===== config.mk =====
export PLATFORM = sky130hd
export DESIGN_NAME = bdd_traverse_engine
export DESIGN_NICKNAME = d
export VERILOG_FILES = /design/src/rtl/bdd_traverse_engine.sv
export SDC_FILE = /design/constraint.sdc
export NUM_CORES = 1
export LEC_CHECK = 0
export CELL_PAD_IN_SITES_DETAIL_PLACEMENT = 0
export CELL_PAD_IN_SITES_GLOBAL_PLACEMENT = 1
export CORE_ASPECT_RATIO = 1.1
export CORE_MARGIN = 1.5
export CORE_UTILIZATION = 40
export CTS_BUF_LIST = sky130_fd_sc_hd__clkbuf_16
export DETAILED_ROUTE_END_ITERATION = 8
export HOLD_SLACK_MARGIN = 0.12
export MAX_ROUTING_LAYER = met4
export PLACE_DENSITY_LB_ADDON = 0.1
export SLEW_MARGIN = 25
export SYNTH_ARGS = -nofsm -noshare
export SYNTH_HDL_FRONTEND = slang
export SYNTH_SLANG_ARGS = --single-unit

===== constraint.sdc =====
create_clock -name clk -period 5.75 [get_ports clk]
set_clock_uncertainty 0.15 [all_clocks]
set_input_delay 1.15 -clock clk [delete_from_list [all_inputs] [get_ports clk]]
set_output_delay 1.15 -clock clk [all_outputs]
set_load 0.005 [all_outputs]

===== src/rtl/bdd_traverse_engine.sv =====
// bdd_traverse_engine: loadable decision-graph classifier, walks one node per two cycles from ROOT to a leaf
module bdd_traverse_engine #(
  parameter int ATTR_W    = 10,
  parameter int N_ATTR    = 3,
  parameter int ADDR_W    = 5,
  parameter int DEPTH     = 32,
  parameter int CLASS_W   = 8,
  parameter int ROOT      = 0,
  parameter int MAX_STEPS = DEPTH,
  localparam int SEL_W    = N_ATTR > 1 ? $clog2(N_ATTR) : 1,
  localparam int NODE_W   = 1 + SEL_W + ATTR_W + 2 * ADDR_W
) (
  input  logic                     clk,
  input  logic                     rst,
  input  logic                     wr_en,
  input  logic [ADDR_W-1:0]        wr_addr,
  input  logic [NODE_W-1:0]        wr_data,
  input  logic                     in_valid,
  output logic                     in_ready,
  input  logic [N_ATTR*ATTR_W-1:0] in_attr,
  output logic                     out_valid,
  input  logic                     out_ready,
  output logic [CLASS_W-1:0]       out_class,
  output logic [ADDR_W:0]          out_steps,
  output logic                     out_err
);
  typedef enum logic [1:0] {IDLE, FETCH, EVAL, DONE} state_t;
  state_t                         state_q, state_d;
  logic [NODE_W-1:0]              mem [DEPTH];
  logic [NODE_W-1:0]              rd_q;
  logic [N_ATTR-1:0][ATTR_W-1:0]  attr_q, attr_d;
  logic [ADDR_W-1:0]              addr_q, addr_d, nxt;
  logic [ADDR_W:0]                steps_q, steps_d, steps_inc;
  logic [CLASS_W-1:0]             class_q, class_d;
  logic                           err_q, err_d, leaf, sel_ok, wr_ok;
  logic [SEL_W-1:0]               sel;
  logic [ATTR_W-1:0]              thr, a;

  assign wr_ok     = rst && wr_en && state_q == IDLE && int'(wr_addr) < DEPTH;
  assign in_ready  = rst && state_q == IDLE && !wr_en;
  assign out_valid = state_q == DONE;
  assign out_class = class_q;
  assign out_steps = steps_q;
  assign out_err   = err_q;
  assign leaf      = rd_q[NODE_W-1];
  assign sel       = rd_q[NODE_W-2 -: SEL_W];
  assign thr       = rd_q[2*ADDR_W +: ATTR_W];
  assign sel_ok    = int'(sel) < N_ATTR;
  assign nxt       = a < thr ? rd_q[ADDR_W +: ADDR_W] : rd_q[0 +: ADDR_W];
  assign steps_inc = steps_q + 1'b1;

  // Node store: writes land only while idle; the read is registered so FETCH's address is decoded in EVAL
  always_ff @(posedge clk) begin
    if (wr_ok) mem[wr_addr] <= wr_data;
    rd_q <= int'(addr_q) < DEPTH ? mem[addr_q] : '0;
  end

  // Pick the attribute addressed by the node's selector (zero when the selector is out of range)
  always_comb begin
    a = '0;
    for (int i = 0; i < N_ATTR; i++) a = int'(sel) == i ? attr_q[i] : a;
  end

  // Traversal state and result registers
  always_ff @(posedge clk or negedge rst) begin
    if (!rst) begin
      state_q <= IDLE;
      attr_q  <= '0;
      addr_q  <= '0;
      steps_q <= '0;
      class_q <= '0;
      err_q   <= 1'b0;
    end else begin
      state_q <= state_d;
      attr_q  <= attr_d;
      addr_q  <= addr_d;
      steps_q <= steps_d;
      class_q <= class_d;
      err_q   <= err_d;
    end
  end

  // Next-state: accept a job, alternate fetch/evaluate until a leaf, bad selector or step guard, then hand off
  always_comb begin
    state_d = state_q;
    attr_d  = attr_q;
    addr_d  = addr_q;
    steps_d = steps_q;
    class_d = class_q;
    err_d   = err_q;
    case (state_q)
      IDLE: if (in_valid && in_ready) begin
        attr_d  = in_attr;
        addr_d  = ADDR_W'(ROOT);
        steps_d = '0;
        state_d = FETCH;
      end
      FETCH: state_d = EVAL;
      EVAL: if (leaf) begin
        class_d = rd_q[CLASS_W-1:0];
        err_d   = 1'b0;
        state_d = DONE;
      end else if (!sel_ok) begin
        class_d = '0;
        err_d   = 1'b1;
        state_d = DONE;
      end else begin
        addr_d  = nxt;
        steps_d = steps_inc;
        err_d   = steps_inc == (ADDR_W+1)'(MAX_STEPS);
        class_d = steps_inc == (ADDR_W+1)'(MAX_STEPS) ? '0 : class_q;
        state_d = steps_inc == (ADDR_W+1)'(MAX_STEPS) ? DONE : FETCH;
      end
      DONE: state_d = out_ready ? IDLE : DONE;
      default: state_d = IDLE;
    endcase
  end
endmodule


==> results by stage, run 1 <==
Placed design:
- The port buffer count is 79.
- The worst slack at placement is 1.75 ns.
- In this run the cell area measured after placement is 33,300 µm².
- The half-perimeter wire length after placement is 46.6 mm.
- The congestion estimate from routability-driven global placement came to 0.781.

Synth:
- Ranked by total cell area, the synthesized netlist is headed by edfxtp_1 (71%), mux4_2 (17%), dfrtp_1 (4.2%).
- By count the netlist is led by edfxtp_1 (736), mux4_2 (230), nand2_1 (127).
- The total number of yosys warnings is 0.
- The compound-cell area share of the yosys netlist is 1.18%.
- The synthesized netlist devotes 0.0281% of its cell area to XOR and XNOR gates.
- The share of synthesized registers carrying an async set or reset is 6.41%.
- Summing the sequential cell areas from Yosys gives 76.6% of the chip area.
- edfxtp_1 takes more of the synthesized area than any other cell.
- The post-synthesis cell area is 31,100 µm².
- The most repeated cell in the gate-level netlist after synthesis is edfxtp_1.
- Synthesis inferred 811 register bits.
- The synthesized netlist devotes 0.442% of its cell area to adder and majority cells.
- The synthesized netlist contains 43 unique library cells.
- Summing the areas of all and, or, nand and nor instances in the mapped netlist gives 2.64% of the synthesized area.
- Summed over its instances, the top area cell type makes up 71.0% of the synthesized netlist area.
- The average cell area after synthesis is 21.8 µm².
- The number of nets in the synthesized netlist is 1,502.
- In the synthesized netlist, mux cells make up 17.8% of the area.
- For this run, the leading register cell type out of synthesis is edfxtp_1.
- The number of enable-type register cells in the synthesized netlist is 736.
- By area, the combinational part of the netlist is dominated by multiplexers.
- The count of mapped cells out of synthesis is 1,428.

Clock network:
- In this run the number of H-tree levels came out at 3.
- The clock net sink count is 811.
- The later pin in the worst-skew pair is clocked with a latency of 0.63 ns.
- The root buffer cell chosen for the clock tree is clkbuf_16.
- After clock tree synthesis, the clock-pin slew on the worst setup and hold paths is 0.06 ns.
- The longest clock path from root to sink contains 3 buffers.
- TritonCTS built the clock tree.
- The number of setup buffers added after CTS is 0.
- The count of instances resized after the clock tree is built is 0.
- The number of hold buffers added after cts is 0.
- The number of clock buffers added by TritonCTS is 85.

Worst setup path:
- The critical path goes through clkdlybuf4s50_1 > nor4b_1 > clkdlybuf4s50_1.
- The launch point of the worst reg-to-reg path is addr_q[1]$_DFFE_PN0P_.
- Of all nets on the critical path, the largest fanout is 3.
- STA puts the critical path data arrival time at 2.58 ns.
- The family with the most delay on the worst path is buffers and inverters.
- For the worst flop-to-flop path, the logic depth is 4.
- For flop-to-flop paths, the worst setup slack is 2.29 ns.
- The critical path ends at in_ready.
- The kind of launch point of the worst setup path is a primary input.
- The worst setup path is of the primary input to output pin kind.
- The total stage count of the critical path is 3.
- The slowest library cell on the worst path is clkdlybuf4s50_1.
- The critical path capture point type is an output pin.
- Among the stages of the critical path, the cell type that occurs most often is clkdlybuf4s50_1.
- The endpoint required time on the critical path is 4.45 ns.
- The worst setup path startpoint is wr_en.
- The count of buffering cells on the critical path with inverters included is 2.
- The endpoint identified for the worst register-to-register timing path is rd_q[10]$_DFF_P_.
- In this design, the stage delay of the slowest critical-path cell is 0.59 ns.

Timing:
- Counting I/O delays and the setup requirement, the final critical path takes 3.88 ns.
- The post-layout worst setup margin is 1.87 ns.
- Across all hold checks on the routed design, the worst slack comes to 0.250 ns.
- The worst pin sits at a relative slew slack of 26.8%.
- Static timing analysis puts the maximum clock frequency at 258 MHz.
- Setup total negative slack on the finished layout was measured at 0 ns.
- The final clock period utilization by the worst path is 67.4%.
- For the pin with the worst max-slew slack, the measured transition is 1.10 ns.
- The setup violation total in the final timing report is 0.
- The final hold violation count is 0.
- Setup repair after global routing left no endpoint under its margin.
- The number of slew-limit violations in the final report is 0.

Floorplan:
- The die extent in y is 296 µm.
- The die covers 79,500 µm².
- In this run the core area contains 107 standard-cell rows.
- For this design the top-level I/O count stands at 80.
- The width of the chip is 269 µm.
- Once the floorplan was initialized, standard cells occupied 40.3% of the core.
- The core region is 77,200 µm².

Final layout:
- The final cell area excluding filler cells is 36,000 µm².
- The number of fillers in the final layout is 6,407.
- Across the whole layout, storage elements account for 23,900 µm².
- Summing all multi-input logic gate instances after layout gives 7120 µm².
- After the last flow step, the layout net total stands at 1,619.
- The ratio of cells with drive above 1 in the final layout is 27.9%.
- The area overhead of the layout relative to synthesis is 15.5%.

Pwr:
- Power spread over the standard cell area amounts to 458 nW/µm².
- VDD sags by at most 0.309 mV.
- The static power due to leakage is 0.0114 µW.
- The total power after layout is 16,500 µW.

GRT:
- The initial antenna violation count is 10.
- The remaining global-route overflow is 0.
- The global-route total usage across every layer is 20.4%.
- The number of global-route vias before repair came to 15,100.
- Entering global routing, the biggest net connects 93 pins.
- The first-pass GRT wire length is 109 mm.

Detailed routing:
- Dividing the detail-routed via count by the number of cells gives 5.39.
- The total wire length is 76.9 mm.
- Detailed routing inserted a total of 14,300 vias.
- The number of design-rule violations left by the first detailed-router iteration is 1,534.
- The count of nets left with antenna violations once routing finished came out at 0.
- The post-detailed-route wirelength per cell is 29.0 µm.
- Before antenna repair, the detailed router went through 5 iterations.
- For this run, design rule violations remaining after detail routing come to 0.

Job:
- Max-cap violations in this run came to 0.

Worst hold path:
- The type of the worst min-delay path is primary input to async pin.

Status:
- The flow ran to the end, and the final reports show no timing, DRC or antenna violations.
==> cell type report <==
cell class	count	share of cell area, %
Clock inverter	72	1.52
Multi-Input combinational cell	532	19.8
Antenna cell	3	0.0209
Clock buffer	85	5.91
Timing Repair Buffer	101	2.64
Tap cell	1035	3.60
Sequential cell	811	66.4
Inverter	14	0.146
==> sequential cells by signal, summed over array words and instances (netlist names) <==
| register | cells |
|---|---|
| attr_q | 30 |
| rd_q | 23 |
| out_err | 1 |
| state_q | 2 |
| addr_q | 5 |
| mem | 736 |
| out_class | 8 |
| out_steps | 6 |
==> how the worst min path moves through the flow <==
stage	slack, ns	to	depth (start not counted)
final	0.25	state_q[1]$_DFFE_PN0N_	1
after global routing	0.25	state_q[1]$_DFFE_PN0N_	1
after CTS	0.23	out_steps[3]$_DFFE_PN0P_	1
after detailed placement	0.31	attr_q[19]$_DFFE_PN0P_	2
after global placement	0.31	attr_q[8]$_DFFE_PN0P_	2
after floorplan	0.29	attr_q[0]$_DFFE_PN0P_	2
==> metal layers <==
layer	up-vias	part of all wire, %	GRT usage (%)
met2	394	44	28.9
li1	6141	-	-
met5	-	0	-
met1	7692	47	30.1
met4	0	2.6	6.28
met3	85	5.8	3.45
==> metrics by stage <==
stage                     std cells  util (%)
final                          2653      46.6
after global routing           2651      46.6
after CTS                      2649      46.5
after global placement         2492      43.1
after detailed placement       2492      43.1
after floorplan                1428         -
==> layout by cell type, fill, tap and decap left out, types with 2 or more instances in the layout <==
| master | synthesis | layout |
|---|---|---|
| nor2b_1 | 4 | 4 |
| ha_1 | 11 | 11 |
| mux2_2 | 23 | 23 |
| nor3_1 | 2 | 2 |
| o31ai_1 | 3 | 3 |
| inv_6 | 0 | 3 |
| and2_1 | 4 | 4 |
| clkinv_4 | 0 | 2 |
| a311o_1 | 5 | 5 |
| buf_4 | 10 | 16 |
| bufinv_16 | 0 | 6 |
| dfrtp_1 | 52 | 47 |
| nand2_1 | 127 | 127 |
| nand3_1 | 9 | 9 |
| o21ai_0 | 21 | 21 |
| o22ai_1 | 4 | 4 |
| mux2i_1 | 10 | 10 |
| dfrtp_4 | 0 | 3 |
| clkinvlp_4 | 0 | 4 |
| diode_2 | 0 | 3 |
| clkdlybuf4s50_1 | 0 | 63 |
| clkinv_1 | 0 | 18 |
| a21oi_1 | 5 | 5 |
| dfxtp_1 | 23 | 23 |
| clkbuf_16 | 0 | 85 |
| dfrtp_2 | 0 | 2 |
| mux4_2 | 230 | 230 |
| inv_16 | 0 | 2 |
| buf_2 | 6 | 16 |
| a22o_1 | 8 | 8 |
| nor2_4 | 0 | 32 |
| edfxtp_1 | 736 | 736 |
| nor2_1 | 46 | 14 |
| clkinv_2 | 0 | 17 |
| clkinv_8 | 0 | 2 |
| buf_12 | 0 | 6 |
| nand2b_1 | 3 | 2 |
| inv_1 | 14 | 32 |
==> logic make-up after synthesis <==
group / Yosys count
flops: 811
mux: 263
simple gates: 202
buf+inv: 85
compound gates: 55
fa+ha+maj: 11
xor+xnor: 1
==> power breakdown <==
group	internal, µW	switching (µW)	total [µW]
logic	1960	2100	4060
clock network	2980	2290	5270
registers	6720	408	7130
total	11700	4800	16500
Power figures use the tool's default switching activity.
==> run 2: changes to the inputs <==
Clock period 5.75 ns to 3.65 ns, I/O delays scaled along.
==> run 2 against run 1 <==
Global-route usage up 0.38 points. First-iteration DRC count down 10%. Design area up 2.7%. Wire length up 0.86%. Hold slack better by 0.075 ns. Combinational power up 67%.
==> results by stage, run 2 (same netlist as run 1, synthesis figures left out) <==
Clock network:
- The buffer levels on the longest clock path came to 3 (unchanged).
- The clock tree from TritonCTS is done.
- The clock latency at the later pin of the worst-skew pair came to 0.63 ns (about the same).
- The total clock buffers created by CTS is 84 (-1.2%).
- The count of instances resized after the clock tree is built was 0 (unchanged).
- The cell sitting at the root of the clock tree is a clkbuf_16.
- The number of levels the H-tree was split into is 3 (unchanged).
- The clock-pin slew on the worst setup and hold paths came to 0.06 ns (about the same).
- The clock net sink count is 811 (unchanged).

Placed design:
- The half-perimeter wire length after placement is 50.2 mm (+7.6%).
- The port buffer count is 79 (unchanged).
- The final weighted congestion of routability-driven global placement is 0.756 (-3.3%).

Timing:
- The setup violation total in the final timing report is 0 (unchanged).
- Setup repair after global routing left no endpoint under its margin.
- The final hold violation count is 0 (unchanged).
- The final clock period utilization by the worst path is 89.5%.
- The headroom to the max-slew limit was 37.2% (+10 points).
- The fmax is 306 MHz.
- The final total negative setup slack came to 0 ns (unchanged).
- The number of slew-limit violations in the final report is 0 (unchanged).
- The final hold slack is 0.325 ns (+0.0752 ns).
- The slew at the pin closest to its max-slew limit is 0.942 ns (-0.153 ns).
- The clock period could shrink to 3.27 ns.

Worst setup path:
- The highest cell delay on the worst timing path is 0.59 ns (about the same).
- The critical path capture point type is an output pin.
- The count of buffering cells on the critical path with inverters included was 3 (+1).
- The slowest stage of the critical path is the clkdlybuf4s50_1 cell.
- The reg-to-reg endpoint is rd_q[7]$_DFF_P_.
- The startpoint identified for the worst register-to-register timing path is addr_q[0]$_DFFE_PN0P_.
- The internal reg-to-reg setup slack was 0.75 ns (-1.54 ns).
- The depth of the worst register-to-register path came to 5 (+1).
- The kind of cell with the highest combined delay along the critical path is buffers and inverters.
- The endpoint required time on the critical path came to 2.77 ns (-1.68 ns).
- STA classifies the critical path startpoint as a primary input.
- The critical path in this run is classified as primary input to output pin.
- The arrival time of data at the critical path endpoint is 2.39 ns (-0.19 ns).
- The maximum fanout encountered on the critical timing path came to 4 (+1).
- Walking the worst path, the cells encountered are dlygate4sd3_1 > buf_2 > nor4b_1 > clkdlybuf4s50_1.

Final layout:
- The number of flip-flops under the largest register name came to 736 (unchanged).
- The share of the core filled with cells is 47.8% (+1.3 points).
- The commonest non-fill, non-tap cell in the layout is edfxtp_1.
- From synthesis to final layout, the design area changed by 18.7%.
- The largest registers in the layout are mem: 736 flops, attr_q: 30 flops, rd_q: 23 flops.
- The net count reported at finish is 1,702 (+5.1%).
- The register with the highest flop count is mem.
- In the layout the commonest cells are edfxtp_1 (736), mux4_2 (230), nand2_1 (127).
- The ratio of cells with drive above 1 in the final layout is 31.4% (+3.5 points).

GRT:
- The global-route total usage across every layer is 20.7% (+0.38 points).
- The first-pass GRT wire length was 112 mm (+2.5%).
- The remaining global-route overflow is 0 (unchanged).
- The maximum number of pins on one net before global-route repair is 59 (-37%).
- The initial antenna violation count is 7 (-3).
- The number of global-route vias before repair was 15,200 (+0.96%).

Detailed routing:
- The first-pass iteration count of the detailed router is 5 (unchanged).
- The total wire length is 77.6 mm (+0.86%).
- The remaining design rule violation count is 0 (unchanged).
- The post-detailed-route wirelength per cell is 28.4 µm (-2.0%).
- The number of nets with antenna violations after detailed routing is 0 (unchanged).
- The via count of the routed design is 14,700 (+2.9%).
- The via count normalized by instance count was 5.39 (about the same).
- The number of design-rule violations left by the first detailed-router iteration is 1,379 (-10%).

Floorplan:
- The core outline area is 77,200 µm² (unchanged).
- The total die area is 79,500 µm² (unchanged).
- The width of the chip was 269 µm (unchanged).
- The starting density of the core is 40.3% (unchanged).
- The die extent in y is 296 µm (unchanged).
- The number of placement rows is 107 (unchanged).
- The total I/O pin count is 80 (unchanged).

Worst hold path:
- The path with the worst hold slack has its endpoint at attr_q[8]$_DFFE_PN0P_.
- The number of cells traversed by the worst hold path is 2.
- The beginning of the worst hold path is attr_q[8]$_DFFE_PN0P_.
- The type of the worst min-delay path is flop to flop.

Pwr:
- The power per cell area is 705 nW/µm² (+54%).
- The peak ir drop on the vdd network is 0.316 mV (+2.5%).
- The static power due to leakage is 0.0120 µW (+4.7%).

Status:
- The flow ran to the end, and the final reports show no timing, DRC or antenna violations.

Job:
- The total of max-cap violations is 0 (unchanged).
[run 2: cell count changes in the layout (fill, tap and decap cells not counted), moves of 3 or more]
cell / change
clkinv_2: +5
buf_12: +31
clkdlybuf4s50_1: +3
buf_4: +52
clkinv_1: -9
inv_6: +3
buf_2: -3
[run 2: cell type report]
class,instances,area [µm²]
Antenna cell,1,2.50
Clock buffer,84,2100
Clock inverter,69,520
Fill cell,6386,40300
Inverter,14,52.6
Multi-Input combinational cell,532,7120
Sequential cell,811,23900
Tap cell,1035,1290
Timing Repair Buffer,185,1990
[run 2: per-stage QoR]
step	instance area (µm²)	total power (µW)	setup slack, ns	instances
finish	37000	26100	0.384	2731
detailed placement	34300	18300	0.328	2576
CTS	36900	26500	0.382	2730
global route	37000	27100	0.226	2731
floorplan	31100	15300	0.809	1428
global placement	34300	18300	0.333	2576
[run 2: per-layer routing]
| layer | track usage [%] | wire [µm] | vias up |
|---|---|---|---|
| met4 | 5.91 | 1840 | 0 |
| met1 | 28.7 | 34400 | 7892 |
| met2 | 32.3 | 37500 | 430 |
| met3 | 2.92 | 3910 | 107 |
| li1 | - | - | 6299 |
| met5 | - | 0 | - |
[run 2: worst max-delay path by stage]
stage | start | end | slack [ns] | depth (start not counted)
2_1_floorplan | rd_q[20]$_DFF_P_ | addr_q[0]$_DFFE_PN0P_ | 0.81 | 10
3_3_place_gp | wr_en | mem[29][20]$_DFFE_PP_ | 0.33 | 6
3_5_place_dp | wr_en | mem[29][20]$_DFFE_PP_ | 0.33 | 6
4_1_cts | rst | in_ready | 0.38 | 4
5_1_grt | rst | in_ready | 0.23 | 4
6_report | rst | in_ready | 0.38 | 4
[run 2: tightest hold or removal path, stage by stage (launching register included)]
cell,delay (ns)
dfrtp_1,0.34
nand2_1,0.05
nand2_1,0.06
[run 2: what timing repair did]
action                    4_1_cts  5_1_grt
hold buffers                    1        0
setup buffers                   0        0
hold endpoints to repair       52        0
[run 2: report_power, final]
group	leakage (µW)	switching, µW	internal (µW)
registers	0.00746	479	10600
logic	0.00313	3460	3310
clock network	0.00138	3530	4690
total	0.0120	7470	18600
